===== src/rtl/tmds_channel_decoder.sv =====
// tmds_channel_decoder
//   Word aligner and decoder for one TMDS data channel. Scans the deserialized
//   10-bit words for a run of control tokens. If none turns up in time, it asks
//   the deserializer for a bit slip. Once locked, it decodes data and control
//   tokens. All outputs are registered, so there is one cycle of latency.
//
// Ports
//   clk       in   pixel clock (deserializer parallel domain)
//   Rst       in   asynchronous active-low reset
//   Raw_Data  in   10-bit deserialized word, bit 0 received first
//   Bitslip   out  one-cycle request to shift deserializer alignment by one bit
//   Aligned   out  high while locked
//   Data      out  decoded pixel byte (0 for control tokens / when unlocked)
//   VDE       out  high when Data carries a data token
//   C0, C1    out  control bits, held across data tokens
//   Err_Cnt   out  (TMDS_DEC_ERR_EN only) saturating count of bit slips plus
//                  lock losses
//
// Build option: define TMDS_DEC_ERR_EN to add the Err_Cnt port and counter.

module tmds_channel_decoder #(
  parameter int unsigned CTRL_RUN   = 32,
  parameter int unsigned SEARCH_LEN = 4096,
  parameter int unsigned SLIP_WAIT  = 8,
  parameter int unsigned LOSS_LEN   = 4096
) (
  input  logic        clk,
  input  logic        Rst,
  input  logic [9:0]  Raw_Data,
  output logic        Bitslip,
  output logic        Aligned,
  output logic [7:0]  Data,
  output logic        VDE,
  output logic        C0,
  output logic        C1
`ifdef TMDS_DEC_ERR_EN
  ,
  output logic [15:0] Err_Cnt
`endif
);

  localparam int unsigned RunW    = (CTRL_RUN   > 1) ? $clog2(CTRL_RUN)   : 1;
  localparam int unsigned SearchW = (SEARCH_LEN > 1) ? $clog2(SEARCH_LEN) : 1;
  localparam int unsigned WaitW   = (SLIP_WAIT  > 1) ? $clog2(SLIP_WAIT)  : 1;
  localparam int unsigned LossW   = (LOSS_LEN   > 1) ? $clog2(LOSS_LEN)   : 1;

  localparam logic [RunW-1:0]    RunLast    = RunW'(CTRL_RUN - 1);
  localparam logic [SearchW-1:0] SearchLast = SearchW'(SEARCH_LEN - 1);
  localparam logic [WaitW-1:0]   WaitLast   = WaitW'(SLIP_WAIT - 1);
  localparam logic [LossW-1:0]   LossLast   = LossW'(LOSS_LEN - 1);

  typedef enum logic [1:0] {StSearch, StSlip, StLocked} state_e;

  state_e             state_q;
  logic [RunW-1:0]    run_cnt_q;
  logic [SearchW-1:0] search_cnt_q;
  logic [WaitW-1:0]   wait_cnt_q;
  logic [LossW-1:0]   loss_cnt_q;
  logic               bitslip_q, aligned_q, vde_q;
  logic [1:0]         ctrl_q;
  logic [7:0]         data_q;

  logic       is_ctrl;
  logic [1:0] ctrl_val;
  logic [7:0] d, dec;
  logic       lock_hit, timeout, loss;

  // Token classification and data decode of the current input word
  always_comb begin
    is_ctrl  = 1'b1;
    ctrl_val = 2'b00;
    unique case (Raw_Data)
      10'b1101010100: ctrl_val = 2'b00;
      10'b0010101011: ctrl_val = 2'b01;
      10'b0101010100: ctrl_val = 2'b10;
      10'b1010101011: ctrl_val = 2'b11;
      default:        is_ctrl  = 1'b0;
    endcase

    d      = Raw_Data[9] ? ~Raw_Data[7:0] : Raw_Data[7:0];
    dec    = 8'h00;
    dec[0] = d[0];
    for (int i = 1; i < 8; i++) begin
      dec[i] = Raw_Data[8] ? (d[i] ^ d[i-1]) : ~(d[i] ^ d[i-1]);
    end
  end

  // The counters compare against limit-1 using the current sample. The event
  // therefore fires on the limit-th sample without needing an extra counter bit.
  always_comb begin
    lock_hit = (state_q == StSearch) && is_ctrl && (run_cnt_q == RunLast);
    timeout  = (state_q == StSearch) && !lock_hit && (search_cnt_q == SearchLast);
    loss     = (state_q == StLocked) && !is_ctrl && (loss_cnt_q == LossLast);
  end

  always_ff @(posedge clk or negedge Rst) begin
    if (!Rst) begin
      state_q      <= StSearch;
      run_cnt_q    <= '0;
      search_cnt_q <= '0;
      wait_cnt_q   <= '0;
      loss_cnt_q   <= '0;
      bitslip_q    <= 1'b0;
      aligned_q    <= 1'b0;
      vde_q        <= 1'b0;
      ctrl_q       <= 2'b00;
      data_q       <= 8'h00;
    end else begin
      bitslip_q <= 1'b0;
      unique case (state_q)
        StSearch: begin
          if (lock_hit) begin
            state_q      <= StLocked;
            aligned_q    <= 1'b1;
            run_cnt_q    <= '0;
            search_cnt_q <= '0;
            loss_cnt_q   <= '0;
            vde_q        <= 1'b0;
            data_q       <= 8'h00;
            ctrl_q       <= ctrl_val;
          end else if (timeout) begin
            state_q      <= StSlip;
            bitslip_q    <= 1'b1;
            run_cnt_q    <= '0;
            search_cnt_q <= '0;
            wait_cnt_q   <= '0;
          end else begin
            if (!is_ctrl) begin
              run_cnt_q <= '0;
            end else if (run_cnt_q != RunLast) begin
              run_cnt_q <= run_cnt_q + RunW'(1);
            end
            if (search_cnt_q != SearchLast) begin
              search_cnt_q <= search_cnt_q + SearchW'(1);
            end
          end
        end
        StSlip: begin
          if (wait_cnt_q == WaitLast) begin
            state_q    <= StSearch;
            wait_cnt_q <= '0;
          end else begin
            wait_cnt_q <= wait_cnt_q + WaitW'(1);
          end
        end
        StLocked: begin
          if (loss) begin
            state_q    <= StSearch;
            aligned_q  <= 1'b0;
            loss_cnt_q <= '0;
            vde_q      <= 1'b0;
            data_q     <= 8'h00;
            ctrl_q     <= 2'b00;
          end else if (is_ctrl) begin
            loss_cnt_q <= '0;
            vde_q      <= 1'b0;
            data_q     <= 8'h00;
            ctrl_q     <= ctrl_val;
          end else begin
            loss_cnt_q <= loss_cnt_q + LossW'(1);
            vde_q      <= 1'b1;
            data_q     <= dec;
          end
        end
        default: state_q <= StSearch;
      endcase
    end
  end

`ifdef TMDS_DEC_ERR_EN
  logic [15:0] err_cnt_q;

  // Counts in step with the Bitslip pulse and with the Aligned fall
  always_ff @(posedge clk or negedge Rst) begin
    if (!Rst) begin
      err_cnt_q <= 16'h0000;
    end else if ((timeout || loss) && (err_cnt_q != 16'hFFFF)) begin
      err_cnt_q <= err_cnt_q + 16'd1;
    end
  end

  assign Err_Cnt = err_cnt_q;
`endif

  assign Bitslip = bitslip_q;
  assign Aligned = aligned_q;
  assign Data    = data_q;
  assign VDE     = vde_q;
  assign C0      = ctrl_q[0];
  assign C1      = ctrl_q[1];

endmodule


===== config.mk =====
export PLATFORM = sky130hd
export DESIGN_NAME = tmds_channel_decoder
export DESIGN_NICKNAME = d
export VERILOG_FILES = /design/src/rtl/tmds_channel_decoder.sv
export SDC_FILE = /design/constraint.sdc
export NUM_CORES = 1
export LEC_CHECK = 0
export ABC_CLOCK_PERIOD_IN_PS = 2850
export BUFFER_PORTS_ARGS = -buffer_cell sky130_fd_sc_hd__buf_2
export CAP_MARGIN = 15
export CORE_ASPECT_RATIO = 1.4
export CORE_MARGIN = 5
export CORE_UTILIZATION = 45
export DETAILED_ROUTE_END_ITERATION = 8
export MAX_ROUTING_LAYER = met4
export PLACE_DENSITY = 0.6
export SYNTH_ARGS = -nofsm -noshare
export SYNTH_HDL_FRONTEND = slang
export SYNTH_SLANG_ARGS = --single-unit

===== constraint.sdc =====
create_clock -name clk -period 2.85 [get_ports clk]
set_clock_uncertainty 0.2 [all_clocks]
set_input_delay 0.285 -clock clk [delete_from_list [all_inputs] [get_ports clk]]
set_output_delay 0.285 -clock clk [all_outputs]
set_load 0.05 [all_outputs]

# ---- After elaboration in Yosys (flattened, before gate mapping)
# Cells that the tools add are included.
dict set report word_totals {
  register_bits 47
  wordCells 117
}
dict set report classes {
  add_sub_neg 4
  n_eq_ne 20
  muxes 48
  n_bitwise 15
  n_reduce_logical 20
}
# operator count
set ops {}
lappend ops {{$mux W12} 6}
lappend ops {{$mux W8} 4}
lappend ops {{$add A12 B1 Y12 const B} 2}
lappend ops {{$eq A12 B12 Y1 const B} 2}
lappend ops {{$pmux W12 S2} 1}
lappend ops {{$eq A10 B10 Y1 const B} 2}
lappend ops {{$mux W5} 4}
lappend ops {{$mux W1} 16}
lappend ops {{$pmux W8 S2} 1}
lappend ops {{$mux W2} 7}
lappend ops {{$ne A12 B12 Y1 const B} 1}
lappend ops {{$pmux W2 S3} 2}
lappend ops {{$reduce_and A3 Y1} 4}
lappend ops {{$eq A10 B8 Y1 const B} 1}
lappend ops {{$eq A10 B9 Y1 const B} 1}
lappend ops {{$ne A2 B2 Y1 const B} 5}
lappend ops {{$mux W3} 3}
lappend ops {{$not A8 Y8} 1}
lappend ops {{$not A1 Y1} 7}
lappend ops {{$xor A1 B1 Y1} 7}
lappend ops {{$logic_and A1 B1 Y1} 6}
lappend ops {{$ne A3 B3 Y1 const B} 2}
lappend ops {{$pmux W3 S2} 1}
lappend ops {{$reduce_and A2 Y1} 3}
lappend ops {{15 further kinds} 18}

# ---- Longest topological paths before layout
# Gate-level depths: netlist of the first run.
dict set report logic_depth {
  word_depth 11
  depth_mapped 9
}

# ---- Worst setup path before layout of the first run
# Ideal clock, no wire load.
dict set report synth_path {
  path_kind {reg2reg}
  startpoint {register run_cnt_q[0]}
  endpoint {register ctrl_q[0]}
  arrival_ps 2006
  required_time_ps 2514
  path_slack_ps 508
  path_stages_with_launch 10
  n_path_buf 2
  cell_sequence {dfrtp_1 ha_1 and3_1 ha_1 and3_1 a221oi_2 or2_1 buf_6 buf_6 o32ai_2}
}
dict set report synth_between {
  elab_chain_len 4
}
# element line
set synth_rtl {}
lappend synth_rtl {{start, declared} 55} ;# logic [RunW-1:0] run_cnt_q;
lappend synth_rtl {{start signal, assigned} 131} ;# run_cnt_q <= run_cnt_q + RunW'(1);
lappend synth_rtl {{$eq A5 B5 Y1} 91} ;# lock_hit = (state_q == StSearch) && is_ctrl && (run_cnt_q == RunLast);
lappend synth_rtl {{$logic_and A1 B1 Y1} 91}
lappend synth_rtl {{$ne A2 B2 Y1 (no line)} --}
lappend synth_rtl {{$reduce_and A3 Y1 (no line)} --}
lappend synth_rtl {{end signal, assigned} 120} ;# ctrl_q <= ctrl_val;
lappend synth_rtl {{end signal, assigned} 158} ;# ctrl_q <= ctrl_val;
lappend synth_rtl {{end, declared} 60} ;# logic [1:0] ctrl_q;
# Every way passes these cells.
# A chain may end at the register's enable or synchronous reset.

# ---- Final worst setup path of the first run
dict set report layout_path {
  startpoint {register run_cnt_q[0]}
  endpoint {register loss_cnt_q[0]}
}
dict set report layout_between {
  elab_chain_len 4
}
# element line
set layout_rtl {}
lappend layout_rtl {{$eq A5 B5 Y1} 91}
lappend layout_rtl {{$logic_and A1 B1 Y1} 91}
lappend layout_rtl {{$ne A2 B2 Y1 (no line)} --}
lappend layout_rtl {{$reduce_and A2 Y1 (no line)} --}
lappend layout_rtl {{end signal, assigned} 160} ;# loss_cnt_q <= loss_cnt_q + LossW'(1);
lappend layout_rtl {{end, declared} 58} ;# logic [LossW-1:0] loss_cnt_q;
# Every way passes these cells.

==> impl_results.md, run 1 <==
* Total leakage power at 1.38 nW
* Data arrival, critical path at between 2000 and 3000 ps
* Number of stages on the worst hold path at 3
* Multi-input gate area in the final layout at roughly 0.0014 sq mm
* Maximum number of pins on one net before global-route repair at between 40 and 50
* Source of the worst hold timing path: Raw_Data[5]
* Clk sinks at 47
* Run status: complete, no violations
* Routing usage on met3 at 0.0291
* Proportion of synthesized flip-flops having asynchronous set or reset at 1.00
* Period utilization at 0.887
* Final-layout setup total negative slack at 0 ps
* Vias in the first global route at ~2.1k
* GRT Resource Usage Total at 0.160
* Dominant register cell in the synthesized netlist: dfrtp_1
* Power density over the cells at 412 mW/mm^2
* GR Layer Usage met1 at 0.185
* Antenna Diode Count at 0
* Sequential cell area at approximately 0.0012 sq mm
* CP startpoint kind: flop
* R2R Path End: loss_cnt_q[0]
* Die span in y at ~100 um
* Max stage delay cell, worst path: dfrtp_1
* Count of mapped cells out of synthesis at 270
* Kind of capture point of the worst setup path: flop
* Cells along the critical path: ha_1 > and3_1 > ha_1 > and3_1 > a221oi_2 > or2_1 > buf_4 > mux2_2
* Clk network pwr share at 0.414
* Share of synthesized area occupied by flip-flops and latches at 0.429
* Number of distinct standard cells referenced by the synthesized netlist at a little over 60
* Final hold violations at 0
* Initial drt markers at 121
* Clock buffer depth at 2
* Placer Congestion at around 0.81
* Synthesis-stage register bit count at 47
* DRC Markers at 0
* Most common cell after layout, fill and taps aside: dfrtp_1
* Hold Path Sink: Data[6]
* Starting Density at 0.464
* Later-pin clock latency in the skew report at 300 ps
* Die Outline Area at 0.00778 sq mm
* Worst Setup Path Type: flop to flop
* Share of total power in combinational logic at 0.055
* Placed Instance Area at between 0.002 and 0.003 sq mm
* Remaining number of nets flagged by the antenna check after routing at 0
* Total number of vias at 2197
* Max transition margin at 0.380
* Number of fill cells in the layout at 566
* Transition time at the pin with the least slew margin at a little over 900 ps
* Core box area at 0.00590 sq mm
* Area of all placed cells without fillers at a little over 0.003 sq mm
* Number of search-and-repair iterations in the first detailed-routing pass at 4
* Final number of max-transition violations at 0
* Warnings from Yosys at 0
* Boundary pin count at 25
* Syn_nets at approximately 290
* Overall overflow remaining after global route at 0
* Min Clock Period, post-route at about 2500 ps
* Clock-pin slew reported for the worst setup and hold paths after clock tree synthesis at 90 ps
* Critical-path maximum fanout at 18
* Per-cell routed wire length at 15.6 um
* Post-synthesis area per instance at between 10 and 15 sq um
* Clock root buffer: clkbuf_8
* Cell area after synthesis at roughly 0.0027 sq mm
* Final-report setup violation count at 0
* Critical Path RT at just under 3000 ps
* EDFF count, synth at 0
* Layer with the highest usage after global routing: met2
* Seq pwr share at 0.531
* Switching Power at 0.276 mW
* Met2 layer usage reported by global route at 0.278
* Total Routed Length at between 5 and 6 mm
* FP Rows at 33
* Estimated wirelength of the detail-placed design at between 4 and 5 mm
* Syn-to-layout area delta at 11.0%
* Overall die width at 76.0 um
* Longest individual stage delay on the worst path at 410 ps
* H-Tree Level Count at 2
* Cell Int Power at around 0.98 mW
* Number of antenna violations at the first check in global routing at 0
* Share of final-layout standard cells stronger than drive strength 1 at 0.187
* Path type of the worst min-delay path: primary input to flop
* Number of CTS-inserted buffers at 5
* Peak supply drop at roughly 0.00021 V
* Vias/cell at about 6.0
* R2R Path Start: run_cnt_q[0]
* Switching Fraction at 0.220
* Wire length of the first global-routing pass at 10.0 mm
* Total of buffers placed on input and output ports at 24
* Net count, final at about 320
* Slack of the worst reg-to-reg path at ~320 ps
* Unrepaired setup endpoints after global routing: false
* Highest-count cells in the layout ignoring fill and taps: 47 x dfrtp_1, 25 x nand2_1, 24 x buf_2, 20 x o21ai_0
* Maximum clock frequency at slightly below 0.4 GHz
* Number of max-cap violations at 0
* CTS tree: yes
* R2R cell count at 8
==> worst max-delay path, delay by kind of cell (launching register included) <==
family	cells	cell delay [ps]
flops	1	410
simple gates	3	570
mux	1	180
compound gates	1	410
fa+ha+maj	2	460
buf+inv	1	230
==> registers in the layout, summed over array words and instances (netlist names) <==
| register | cells |
|---|---|
| run_cnt_q | 5 |
| Aligned | 1 |
| ctrl_q | 2 |
| wait_cnt_q | 3 |
| Bitslip | 1 |
| state_q | 2 |
| loss_cnt_q | 12 |
| VDE | 1 |
| search_cnt_q | 12 |
| Data | 8 |
==> cells by family after synthesis <==
group / share of synthesized area
buffers and inverters: 0.0447
xor gates and xnor gates: 0.0447
DFF: 0.429
AOI/OAI and AO/OA: 0.195
adders and majority gates: 0.0548
muxes: 0.0119
and+or+nand+nor: 0.220
==> per-layer routing <==
metal | routed length (um) | part of all wire
met3 | 177 | 0.031
met4 | 85 | 0.015
met5 | 0 | 0
met2 | 2970 | 0.52
met1 | 2530 | 0.44
==> metrics by stage <==
stage | std cells | hold slack, ps | setup slack [ps] | total power, mW | utilization
after floorplan | 270 | -211 | 508 | 0.717 | -
after global placement | 360 | 220 | 365 | 0.748 | 0.494
after detailed placement | 360 | 220 | 323 | 0.749 | 0.494
after CTS | 369 | 146 | 294 | 1.27 | 0.516
after global routing | 369 | 171 | 190 | 1.30 | 0.516
final | 369 | 149 | 321 | 1.25 | 0.516
==> layout make-up <==
class,instances,share of cell area
multi-input combinational,199,0.474
sequential,47,0.386
timing repair buffer,29,0.0526
tap,70,0.0288
clock buffer,6,0.0271
inverter,16,0.0197
clock inverter,2,0.0115
==> how the worst max path moves through the flow <==
stage	start	end	slack [ps]	cells past startpoint
finish	run_cnt_q[0]	loss_cnt_q[0]	320	8
global route	run_cnt_q[0]	loss_cnt_q[0]	190	8
CTS	run_cnt_q[0]	loss_cnt_q[0]	290	8
detailed placement	run_cnt_q[0]	loss_cnt_q[0]	320	8
global placement	run_cnt_q[0]	loss_cnt_q[0]	370	8
floorplan	run_cnt_q[0]	ctrl_q[0]	510	9
==> cell usage after synthesis (all sizes together) (2+ instances only) <==
master  instances  area (sq um)
inv            16          60.1
clkbuf          2          7.51
nor2b           2          12.5
a221oi          2          41.3
or3             8          55.1
nand2          25          93.8
nand3          17          90.1
mux2            2          22.5
nand2b          2          12.5
nor3           10          55.1
nand4           8          56.3
xor2            7          61.3
a21oi           2          10.0
nor2            8          32.5
or2             4          25.0
o21ai          20           100
a41oi           2          17.5
o221ai          3          32.5
and3            4          25.0
a221o           2          20.0
dfrtp          47          1180
o32ai           3          33.8
a22o           12           105
a211o           3          26.3
ha             12           150
buf             6          55.1
xnor2           7          61.3
o22ai           4          25.0
or4             3          26.3
a31oi           8          50.1
==> power groups by stage <==
stage / logic (mW) / registers, mW / clock network, mW
2_1_floorplan: 0.0372 / 0.680 / 0
3_3_place_gp: 0.0683 / 0.680 / 0
3_5_place_dp: 0.0695 / 0.680 / 0
4_1_cts: 0.0706 / 0.666 / 0.533
5_1_grt: 0.0783 / 0.666 / 0.559
6_report: 0.0692 / 0.666 / 0.519
==> timing repair <==
item / 4_1_cts / 5_1_grt
endpoints found under the hold margin: 47 / 0
hold buffers: 1 / 0
gates resized for setup: 0 / 0
buffers inserted: 0 / 0
No activity file was read; power rests on OpenSTA's default activity.
==> run 2: changes to the inputs <==
--- a/config.mk
+++ b/config.mk
@@ -5,7 +5,7 @@
 export SDC_FILE = /design/constraint.sdc
 export NUM_CORES = 1
 export LEC_CHECK = 0
-export ABC_CLOCK_PERIOD_IN_PS = 2850
+export ABC_CLOCK_PERIOD_IN_PS = 2200
 export BUFFER_PORTS_ARGS = -buffer_cell sky130_fd_sc_hd__buf_2
 export CAP_MARGIN = 15
 export CORE_ASPECT_RATIO = 1.4
@@ -13,7 +13,8 @@
 export CORE_UTILIZATION = 45
 export DETAILED_ROUTE_END_ITERATION = 8
 export MAX_ROUTING_LAYER = met4
-export PLACE_DENSITY = 0.6
+export PLACE_DENSITY = 0.72
+export SETUP_SLACK_MARGIN = 0.02
 export SYNTH_ARGS = -nofsm -noshare
 export SYNTH_HDL_FRONTEND = slang
 export SYNTH_SLANG_ARGS = --single-unit
==> constraint.sdc (replaced) <==
create_clock -name clk -period 2.2 [get_ports clk]
set_clock_uncertainty 0.2 [all_clocks]
set_input_delay 0.22 -clock clk [delete_from_list [all_inputs] [get_ports clk]]
set_output_delay 0.22 -clock clk [all_outputs]
set_load 0.05 [all_outputs]
==> run 2 against run 1 <==
The run now ends with negative setup slack left. Global-route usage is 1.1 points higher. Worst setup slack worse by 350 ps. Sequential power is 30% higher. Critical path depth is 1 higher. Via count is 4.4% higher. Sequential share of layout area is 3.5 points lower. Largest power group unchanged.
==> impl_results.md, run 2 (synthesis gave the netlist of run 1 again) <==
* Data arrival, critical path at 2250 ps (-320 ps)
* H-Tree Level Count at 2 (unchanged)
* Later-pin clock latency in the skew report at 300 ps (about the same)
* Die Outline Area at 0.00778 sq mm (unchanged)
* Share of total power in combinational logic at 0.058 (+0.003)
* Cell Int Power at 1.24 mW (+27%)
* FP Rows at 33 (unchanged)
* Number of cells after detailed placement at 382 (+6.1%)
* Longest individual stage delay on the worst path at 400 ps (about the same)
* Vias in the first global route at 2339 (+11%)
* Final-layout setup total negative slack at -47.0 ps (-47.0 ps)
* Remaining number of nets flagged by the antenna check after routing at 0 (unchanged)
* Placed Instance Area at 0.00314 sq mm (+7.5%)
* Seq pwr share at 0.540 (+0.009)
* Violated checks: negative setup slack
* Critical-path maximum fanout at 5 (-13)
* Boundary pin count at 25 (unchanged)
* Die span in y at 102 um (unchanged)
* Final instance count without filler cells at 396 (+7.3%)
* Switching Power at 0.360 mW (+30%)
* Run status: complete, but fails checks
* Overall overflow remaining after global route at 0 (unchanged)
* Period utilization at 1.01 (+0.126)
* Path type of the worst min-delay path: primary input to flop
* GRT Resource Usage Total at 0.171 (+0.0106)
* Unrepaired setup endpoints after global routing: true
* Transition time at the pin with the least slew margin at 588 ps (-338 ps)
* Final hold violations at 0 (unchanged)
* Maximum number of pins on one net before global-route repair at 20 (-58%)
* Net count, final at 349 (+8.4%)
* Number of search-and-repair iterations in the first detailed-routing pass at 4 (unchanged)
* DRC Markers at 0 (unchanged)
* Final number of max-transition violations at 0 (unchanged)
* Worst hold slack across all endpoints at 95.6 ps (-53.0 ps)
* Most common cell after layout, fill and taps aside: dfrtp_1
* Number of antenna violations at the first check in global routing at 0 (unchanged)
* Placement Setup Slack at -82.8 ps (-405 ps)
* Clk sinks at 47 (unchanged)
* Power after layout at 1.60 mW (+28%)
* Clock root buffer: clkbuf_8
* Placer Congestion at 0.792 (-2.3%)
* Wire length of the first global-routing pass at 10.7 mm (+7.0%)
* Syn-to-layout area delta at 22.0%
* Critical Path RT at 2220 ps (-670 ps)
* Maximum clock frequency at 0.448 GHz (+13%)
* Post-layout utilization of the core at 0.566 (+0.0509)
* Total of buffers placed on input and output ports at 24 (unchanged)
* Area of all placed cells without fillers at 0.00334 sq mm (+9.9%)
* Worst Setup Path Type: flop to flop
* Initial drt markers at 105 (-13%)
* Total number of vias at 2294 (+4.4%)
* Clk network pwr share at 0.402 (-0.012)
* Final-report setup violation count at 3 (+3)
* Number of max-cap violations at 0 (unchanged)
* Kind of capture point of the worst setup path: flop
* Power density over the cells at 478 mW/mm^2 (+16%)
* Peak supply drop at 0.000384 V (+80%)
* Antenna Diode Count at 0 (unchanged)
* Switching Fraction at 0.225 (+0.00473)
* Per-cell routed wire length at 15.6 um (-0.25%)
* Share of final-layout standard cells stronger than drive strength 1 at 0.294 (+0.107)
* Vias/cell at 5.79 (-2.7%)
* Total leakage power at 1.51 nW (+9.3%)
* Starting Density at 0.464 (unchanged)
* Number of CTS-inserted buffers at 5 (unchanged)
* Clock buffer depth at 2 (unchanged)
* Cells along the critical path: ha_2 > and3_4 > ha_4 > and3_4 > buf_6 > a221oi_4 > buf_6 > a31oi_1 > o21ai_1
* Overall die width at 76.0 um (unchanged)
* Total Routed Length at 6.16 mm (+7.1%)
* Estimated wirelength of the detail-placed design at 4.62 mm (+13%)
* Min Clock Period, post-route at 2230 ps (-298 ps)
* CTS tree: yes
* CP startpoint kind: flop
* Core box area at 0.00590 sq mm (unchanged)
* Highest-count cells in the layout ignoring fill and taps: 47 x dfrtp_1, 28 x buf_4, 24 x nand2_1, 24 x buf_2
* Crit path setup slack, layout at -30.1 ps (-352 ps)
* Max stage delay cell, worst path: dfrtp_1
* Clock-pin slew reported for the worst setup and hold paths after clock tree synthesis at 90 ps (about the same)
* Max transition margin at 0.608 (+0.227)
## run 2: changes by cell type in the layout (fill, tap and decap cells not counted), sizes merged
cell / before / now
buf: 28 / 55
clkbuf: 6 / 5
clkinv: 1 / 2
## run 2: power groups by stage
stage / combinational (mW) / clock [mW] / sequential, mW
floorplan: 0.0487 / 0 / 0.881
global placement: 0.0908 / 0 / 0.880
detailed placement: 0.0928 / 0 / 0.880
CTS: 0.0946 / 0.657 / 0.863
global route: 0.104 / 0.693 / 0.863
finish: 0.0927 / 0.643 / 0.863
## run 2: path summary, 6_finish.rpt
check                                   from              end  slack, ps  cells after the start
worst max-delay path            run_cnt_q[1]  search_cnt_q[7]        -30                      9
worst min-delay path             Raw_Data[5]          Data[6]        100                      3
worst max register to register  run_cnt_q[1]  search_cnt_q[7]        -30                      9
worst min register to register           VDE              VDE        290                      1
max in group asynchronous                Rst       state_q[0]       1130                      3
min in group asynchronous                Rst    loss_cnt_q[4]        120                      2
## run 2: cell type report
cell class / count / area [sq um]
clock buffers: 5 / 68.8
well taps: 70 / 87.6
multi-input cells: 199 / 1530
repair buffers: 56 / 374
clock inverters: 3 / 43.8
inverters: 16 / 60.1
flip-flops and latches: 47 / 1180
fillers: 526 / 2560
## run 2: layer usage
layer,track usage,share of wire,up-vias
li1,-,-,1123
met1,0.184,0.42,1123
met2,0.313,0.52,38
met3,0.0335,0.037,10
met4,0.0562,0.015,0
met5,-,0,-
## run 2: critical path: cells and delay by family, from the launching register on
| kind | cells | cell delay (ps) |
|---|---|---|
| AO/OA/AOI/OAI | 3 | 560 |
| flip-flops | 1 | 400 |
| adder cells (fa/ha/maj) | 2 | 360 |
| AND/OR/NAND/NOR | 2 | 340 |
| buffers and inverters | 2 | 300 |
## run 2: what timing repair did
action	4_1_cts	5_1_grt
hold endpoints to repair	47	0
setup buffers	2	3
gates cloned	0	1
pin swaps	2	10
hold buffers	1	0
setup endpoints to repair	13	34
gates resized for setup	8	14
==> run 3: changes to the inputs <==
--- a/config.mk
+++ b/config.mk
@@ -6,14 +6,14 @@
 export NUM_CORES = 1
 export LEC_CHECK = 0
 export ABC_CLOCK_PERIOD_IN_PS = 2200
-export BUFFER_PORTS_ARGS = -buffer_cell sky130_fd_sc_hd__buf_2
 export CAP_MARGIN = 15
 export CORE_ASPECT_RATIO = 1.4
 export CORE_MARGIN = 5
-export CORE_UTILIZATION = 45
+export CORE_UTILIZATION = 57
 export DETAILED_ROUTE_END_ITERATION = 8
+export DONT_BUFFER_PORTS = 1
 export MAX_ROUTING_LAYER = met4
-export PLACE_DENSITY = 0.72
+export PLACE_DENSITY = 0.81
 export SETUP_SLACK_MARGIN = 0.02
 export SYNTH_ARGS = -nofsm -noshare
 export SYNTH_HDL_FRONTEND = slang
==> run 3 against run 2 <==
The flow still finishes with violations (negative setup slack). Combinational power barely moved. Clock power is 4.0% higher. Register-to-register slack worse by 20 ps. Critical path depth shrank 5. Routed wire length up 13%. Via count grew 2.6%. First-iteration DRC count grew 82%.
==> impl_results.md, run 3 (synthesis gave the netlist of run 1 again) <==
* Run status: complete, but fails checks
* Violated checks: negative setup slack
* Clock root buffer: clkbuf_8
* Number of CTS-inserted buffers at 5 (unchanged)
* Number of antenna violations at the first check in global routing at 0 (unchanged)
* Peak supply drop at 0.000291 V (-24%)
* Net count, final at 328 (-6.0%)
* Overall overflow remaining after global route at 0 (unchanged)
* Cell family contributing the most delay on the critical path: simple AND/OR/NAND/NOR gates
* Maximum clock frequency at 0.444 GHz (-0.93%)
* Min Clock Period, post-route at 2250 ps (+21.0 ps)
* Maximum number of pins on one net before global-route repair at 48 (+140%)
* Met2 layer usage reported by global route at 0.369 (+0.0556)
* GRT Resource Usage Total at 0.220 (+0.0492)
* Boundary pin count at 25 (unchanged)
* H-Tree Level Count at 2 (unchanged)
* Cells along the critical path: nor2b_1 > o221ai_2 > nor2_1 > mux2_2
* Clock-pin slew reported for the worst setup and hold paths after clock tree synthesis at 90 ps (about the same)
* Power density over the cells at 495 mW/mm^2 (+3.6%)
* Final-layout setup total negative slack at -136 ps (-89.1 ps)
* Critical Path RT at 2240 ps (+20 ps)
* Initial drt markers at 191 (+82%)
* Longest individual stage delay on the worst path at 780 ps (+380 ps)
* Total Routed Length at 6.94 mm (+13%)
* Final-report setup violation count at 6 (+3)
* Estimated wirelength of the detail-placed design at 4.28 mm (-7.4%)
* Starting Density at 0.575 (+0.111)
* Kind of capture point of the worst setup path: flop
* Overall die width at 68.6 um (-9.7%)
* Highest-count cells in the layout ignoring fill and taps: 47 x dfrtp_1, 24 x nand2_1, 21 x buf_4, 16 x inv_1, 16 x nand3_1
* Transition time at the pin with the least slew margin at 1000 ps (+412 ps)
* Placed Instance Area at 0.00295 sq mm (-5.9%)
* Worst Setup Path Type: flop to flop
* Total of buffers placed on input and output ports at 0 (-100%)
* Vias in the first global route at 2295 (-1.9%)
* Critical-path maximum fanout at 14 (+9)
* Crit path setup slack, layout at -51.1 ps (-21.0 ps)
* Placer Congestion at 0.835 (+5.5%)
* Critical path buffers and inverters at 0 (-2)
* CTS tree: yes
* Share of final-layout standard cells stronger than drive strength 1 at 0.220 (-0.0748)
* Number of search-and-repair iterations in the first detailed-routing pass at 4 (unchanged)
* Antenna Diode Count at 0 (unchanged)
* Most common cell after layout, fill and taps aside: dfrtp_1
* Area of all placed cells without fillers at 0.00328 sq mm (-1.9%)
* Final number of max-transition violations at 0 (unchanged)
* Syn-to-layout area delta at 19.7%
* Worst hold slack across all endpoints at 21.9 ps (-73.7 ps)
* Routing usage on met3 at 0.0355 (+0.00203)
* Unrepaired setup endpoints after global routing: true
* Number of cells after detailed placement at 346 (-9.4%)
* Remaining number of nets flagged by the antenna check after routing at 0 (unchanged)
* Final hold violations at 0 (unchanged)
* Die Outline Area at 0.00632 sq mm (-19%)
* CP startpoint kind: flop
* Path type of the worst min-delay path: primary input to flop
* Max stage delay cell, worst path: nor2_1
* Die span in y at 92.1 um (-10%)
* FP Rows at 30 (-9.1%)
* Vias/cell at 6.38 (+10%)
* Number of fill cells in the layout at 345 (-34%)
* Clock buffer depth at 2 (unchanged)
* Core box area at 0.00477 sq mm (-19%)
* Max transition margin at 0.331 (-0.277)
* Placement Setup Slack at -14.6 ps (+68.1 ps)
* Period utilization at 1.02 (+0.00954)
* Data arrival, critical path at 2290 ps (+40 ps)
* GR Layer Usage met1 at 0.258 (+0.0740)
* DRC Markers at 0 (unchanged)
* Number of max-cap violations at 0 (unchanged)
* Clk sinks at 47 (unchanged)
* Total leakage power at 1.42 nW (-6.0%)
* Per-cell routed wire length at 18.8 um (+21%)
* Wire length of the first global-routing pass at 10.6 mm (-1.3%)
* Layer with the highest usage after global routing: met2
* Final instance count without filler cells at 369 (-6.8%)
* Later-pin clock latency in the skew report at 300 ps (about the same)
* Total number of vias at 2353 (+2.6%)
run 3: through the flow:
step | utilization | total power, mW
global placement | 0.619 | 0.931
detailed placement | 0.619 | 0.934
global route | 0.688 | 1.67
finish | 0.688 | 1.62
CTS | 0.667 | 1.63
floorplan | - | 0.929
run 3: layout make-up:
| cell class | instances | area, sq um | share of cell area |
|---|---|---|---|
| clock buffers | 6 | 82.6 | 0.0252 |
| clock inverters | 2 | 35.0 | 0.0107 |
| inverters | 16 | 60.1 | 0.0183 |
| multi-input cells | 199 | 1510 | 0.461 |
| flip-flops and latches | 47 | 1180 | 0.359 |
| well taps | 64 | 80.1 | 0.0244 |
| repair buffers | 35 | 334 | 0.102 |
run 3: metal layers:
metal  wire length [um]  vias to the layer above
met5                  0                        -
met3                337                       30
met1               2790                     1157
met2               3600                       79
li1                   -                     1087
met4                212                        0
run 3: timing repair:
item,in CTS,in global routing
setup endpoints to repair,4,30
hold buffers,7,1
pin swaps,1,12
cloned,0,2
buffers inserted,3,2
endpoints found under the hold margin,54,1
resized for setup,0,17
run 3: path summary, 6_finish.rpt:
kind | from | end | slack, ps | depth (start not counted)
min | Raw_Data[8] | Data[3] | 20 | 2
min in group asynchronous | Rst | Data[3] | 260 | 2
max in group asynchronous | Rst | state_q[0] | 1320 | 2
min reg2reg | loss_cnt_q[10] | loss_cnt_q[10] | 330 | 1
max reg2reg | state_q[0] | loss_cnt_q[0] | -50 | 4
max | state_q[0] | loss_cnt_q[0] | -50 | 4
run 3: power breakdown:
group	switching [mW]	internal [mW]
Clock	0.301	0.368
Sequential	0.0000402	0.863
Combinational	0.0507	0.0419
run 3: worst register-to-register path: stages, from the launching register on:
cell and delay [ps]:
dfrtp_1 500, nor2b_1 260, o221ai_2 150, nor2_1 780, mux2_2 320
